===== config.mk =====
export PLATFORM = sky130hd
export DESIGN_NAME = xor3_parity_sequencer
export DESIGN_NICKNAME = d
export VERILOG_FILES = /design/src/rtl/xor3_parity_sequencer.sv
export SDC_FILE = /design/constraint.sdc
export NUM_CORES = 1
export LEC_CHECK = 0
export BUFFER_PORTS_ARGS = -buffer_cell sky130_fd_sc_hd__buf_4
export CORE_MARGIN = 3
export CORE_UTILIZATION = 53
export CTS_CLUSTER_DIAMETER = 100
export CTS_CLUSTER_SIZE = 16
export DETAILED_ROUTE_END_ITERATION = 12
export HOLD_SLACK_MARGIN = 0.02
export PLACE_DENSITY = 0.8
export SLEW_MARGIN = 20
export SYNTH_ARGS = -nofsm -noshare
export SYNTH_HDL_FRONTEND = slang
export SYNTH_SLANG_ARGS = --single-unit

===== constraint.sdc =====
create_clock -name clk -period 2.12 [get_ports clk]
set_input_delay 0.53 -clock clk [delete_from_list [all_inputs] [get_ports clk]]
set_output_delay 0.53 -clock clk [all_outputs]
set_load 0.03 [all_outputs]

===== src/rtl/xor3_parity_sequencer.sv =====
// xor3_parity_sequencer
// Serial parity controller that time-shares one external combinational XOR3
// cell (a,b,c -> f). Each RUN cycle presents {accumulator, bit 2k, bit 2k+1}
// to the cell and registers the returned f, so a WIDTH-bit word is reduced
// in (WIDTH+1)/2 cycles.
// Optional build macro: ODD_PARITY_EN -- final result is inverted (odd parity).
module xor3_parity_sequencer #(
    parameter int WIDTH = 8
) (
    input  logic             clk,
    input  logic             rst_n,
    input  logic             start,
    input  logic [WIDTH-1:0] data_in,
    input  logic             xf,
    output logic             xa,
    output logic             xb,
    output logic             xc,
    output logic             busy,
    output logic             done,
    output logic             parity
);

    // Two data bits are consumed per step; odd widths get one zero pad bit.
    localparam int NSTEP = (WIDTH + 1) / 2;
    localparam int SHR_W = 2 * NSTEP;
    localparam int CNT_W = $clog2(NSTEP) + 1;
    localparam logic [CNT_W-1:0] LAST_STEP = CNT_W'(NSTEP - 1);

    typedef enum logic {
        IDLE = 1'b0,
        RUN  = 1'b1
    } state_t;

    state_t             state;
    logic               acc;
    logic [SHR_W-1:0]   shreg;
    logic [CNT_W-1:0]   cnt;

    // Maps the last XOR3 result onto the reported parity sense.
    function automatic logic final_parity(input logic f);
`ifdef ODD_PARITY_EN
        return ~f;
`else
        return f;
`endif
    endfunction

    // XOR3 operands come straight from registers; forced to 0 outside RUN so
    // the shared cell sees a quiet, well-defined input while idle.
    assign xa = (state == RUN) ? acc      : 1'b0;
    assign xb = (state == RUN) ? shreg[0] : 1'b0;
    assign xc = (state == RUN) ? shreg[1] : 1'b0;

    // Control FSM with registered busy/done/parity; xf is only sampled in RUN.
    always_ff @(posedge clk or negedge rst_n) begin
        if (!rst_n) begin
            state  <= IDLE;
            busy   <= 1'b0;
            done   <= 1'b0;
            parity <= 1'b0;
            acc    <= 1'b0;
            shreg  <= '0;
            cnt    <= '0;
        end else begin
            done <= 1'b0;
            case (state)
                IDLE: begin
                    if (start) begin
                        shreg <= SHR_W'(data_in);
                        acc   <= 1'b0;
                        cnt   <= '0;
                        busy  <= 1'b1;
                        state <= RUN;
                    end
                end
                RUN: begin
                    acc   <= xf;
                    shreg <= shreg >> 2;
                    cnt   <= cnt + 1'b1;
                    if (cnt == LAST_STEP) begin
                        parity <= final_parity(xf);
                        done   <= 1'b1;
                        busy   <= 1'b0;
                        state  <= IDLE;
                    end
                end
                default: state <= IDLE;
            endcase
        end
    end

endmodule


==> results by group <==
Synthesis
  – Sequential element share of the synthesized area: 56.1%
  – Top FF cell, synth: dfrtp_1
  – Post-synth top area cell: dfrtp_1
  – Synth unique cells: 15
  – Simple-gate area share of the yosys netlist: roughly a tenth
  – Synth area leaders: dfrtp_1, mux2i_1, ha_1, o21ai_0, a22o_1
  – Area share of the leading cell type in the synthesized netlist: between 50 and 60%
  – Mapped Nets: 76
  – Mux cell area share after synthesis: 14.7%
  – Compound-Gate Fraction of Synth Area: under 10%
  – YS warnings: 0
  – Top-count cell post-synth: dfrtp_1
  – Post-Synth XOR/XNOR Area: 0%
  – Netlist Area Pre-Place: roughly 710 µm²
  – Syn avg cell area: 11.7 µm²
  – Largest family of logic cells by synthesized area: multiplexers
  – Post-Synth Adder-Cell Area: under 10%
  – Register bit total from synthesis: 16
  – Cell count after synthesis: 61
  – Post-synth EDFFs: 0
  – Asr flop ratio synth: 100%
  – Post-synth top cells: dfrtp_1, mux2i_1, nand2_1, o21ai_0, nor2_1

Critical path
  – R2r setup slk: 740 ps
  – CP endpoint kind: output pin
  – CP Capture Point: xa
  – Crit Path Class: register to output pin
  – Worst R2R Path Depth: 4
  – CP arrival: 1230 ps
  – Required time of the worst setup path: 1590 ps
  – CP startpoint: state
  – Worst R2R End: parity
  – R2R Path Start: cnt[0]
  – Setup crit start kind: register
  – Crit-path max FO: 15

Clock tree
  – Sink Count: 16
  – CTS tree: done
  – Root Buffer: clkbuf_4
  – Post-CTS Setup Bufs: 0
  – Clock slew at the register clock pins of the worst setup and hold paths: 90 ps
  – Clock latency at the later pin of the worst-skew pair: ~280 ps
  – Number of buffers created by CTS: 3
  – H-tree levels: 1
  – CTS Hold Bufs: 0
  – Post-CTS Resized: 0
  – Clk buf depth: 2

Cells and area
  – Multi-input combinational cell area: approximately 280 µm²
  – Fin cells: 93
  – Reg area: 400 µm²
  – Final-layout fill cell count: just over 80
  – Layout cells sized above 1: 29.1%
  – Layout net count: 96
  – # diodes: 0
  – P&R area growth vs syn: 21.6%

Detailed routing
  – Wire per inst: 11.9 µm
  – Antenna-violating nets left: 0
  – DR vias: 466
  – Vias per cell: 5.01
  – Drc violations: 0
  – Final wirelength: 1.11 mm
  – Drt pass-1 iters: 3
  – Initial DRC count: 6

Pwr
  – Worst vdd ir: 0.963 mV
  – LEAKAGE: between 0.4 and 0.5 nW
  – Sw frac: 35.6%
  – Pwr dens: 1250 nW/µm²
  – Logic pwr share: 40.0%
  – Sequential power share: between 40% and 50%
  – Int Power: 0.000696 W
  – Switching power: 0.000385 W
  – Clock power share: between 10% and 20%

Place
  – DPL Wire Length: 801 µm
  – Dpl cells: 90
  – Place WS: roughly 670 ps
  – Routability cong.: ~0.69
  – Input/output buffers: 17

STA
  – Fin crit period: around 1800 ps
  – RSZ-0062 raised after global routing: no
  – Final Setup Violations: 0
  – Max Clock Skew: 3.35 ps
  – Actual slew at the worst max-slew pin: 420 ps
  – Final WS setup: 362 ps
  – Maximum clock rate: roughly 0.57 GHz
  – Headroom to the max-slew limit: about 70%
  – Tcrit/Tclk final: 82.9%
  – Max-slew violation count: 0
  – Hold slack final: 90.7 ps
  – Setup tns final: 0 ps
  – Final Hold Vio Count: 0

Hold path
  – Worst hold-check path type: primary input to async pin

Outcome
  – Run status: completed

Floorplanning
  – Core ar.: 1190 µm²
  – Die area: 1820 µm²
  – Chip Width: roughly 43 µm
  – Initial Utilization: 60.1%
  – Die Span Y: 42.7 µm
  – Num rows: 12
  – Ports: 18

Global routing
  – Total track usage: between 10% and 20%
  – Vias in the first global route: 412
  – Antenna violations before repair: 0
  – Gr ovfl total: 0
  – Largest net degree at the start of global routing: 17
  – Global-route wire length before repair: 1.81 mm

Run
  – Max_cap viols: 0
## metrics by stage
stage | instance area (µm²) | utilization (%) | power [W]
floorplan | 713 | - | 0.000803
global placement | 845 | 71.2 | 0.000931
detailed placement | 845 | 71.2 | 0.000940
CTS | 867 | 73.1 | 0.00109
global route | 867 | 73.1 | 0.00117
finish | 867 | 73.1 | 0.00108
## flip-flops by register name (all words and copies together) (netlist names)
register,cells
shreg,8
cnt,3
acc,1
busy,1
done,1
parity,1
state,1
## cells in the final DEF (no fill, tap or decap), types with 3 or more instances in the layout
| master | synthesis | routed |
|---|---|---|
| clkbuf_4 | 0 | 3 |
| a22o_1 | 3 | 3 |
| ha_1 | 3 | 3 |
| dfrtp_1 | 16 | 16 |
| inv_1 | 3 | 3 |
| buf_4 | 0 | 18 |
| and2_1 | 3 | 3 |
| mux2i_1 | 9 | 9 |
| nand2_1 | 6 | 6 |
| nor2_1 | 5 | 5 |
| o21ai_0 | 6 | 6 |
## power by group through the flow
stage / Combinational (W) / Sequential (W) / Clock, W
final: 0.000432 / 0.000496 / 0.000152
after global routing: 0.000484 / 0.000515 / 0.000167
after CTS: 0.000437 / 0.000498 / 0.000159
after detailed placement: 0.000438 / 0.000502 / 0
after global placement: 0.000431 / 0.000500 / 0
after floorplan: 0.000275 / 0.000528 / 0
## critical path: stages, from the launching register on
cell,delay (ps)
dfrtp_1,610
and2_1,190
buf_4,150
## metal layers
metal | vias up | GRT usage, % | wire length, µm
met5 | - | 0 | 0
met4 | 0 | 7.45 | 7
met3 | 2 | 2.54 | 72
met2 | 12 | 20.1 | 497
met1 | 210 | 18.8 | 529
li1 | 242 | - | -
## worst min-delay path by stage
stage / from / endpoint / slack [ps] / cells after the start
after floorplan: rst_n / acc / 230 / 0
after detailed placement: rst_n / busy / 400 / 1
after global placement: rst_n / cnt[0] / 400 / 1
final: rst_n / cnt[2] / 90 / 1
after CTS: rst_n / shreg[1] / 90 / 1
after global routing: rst_n / busy / 90 / 1
## layout make-up
class | instances | share of cell area (%)
multi-input combinational | 39 | 32.3
clock buffer | 3 | 2.60
tap | 14 | 2.02
inverter | 3 | 1.30
sequential | 16 | 46.2
timing repair buffer | 18 | 15.6
## cell families (layout without fill, tap and decap cells)
group | Yosys count | after routing
flip-flops | 16 | 16
multiplexers | 10 | 10
buffers and inverters | 6 | 24
AND/OR/NAND/NOR | 16 | 16
adder cells (fa/ha/maj) | 3 | 3
AO/OA/AOI/OAI | 10 | 10
Power figures use the tool's default switching activity.
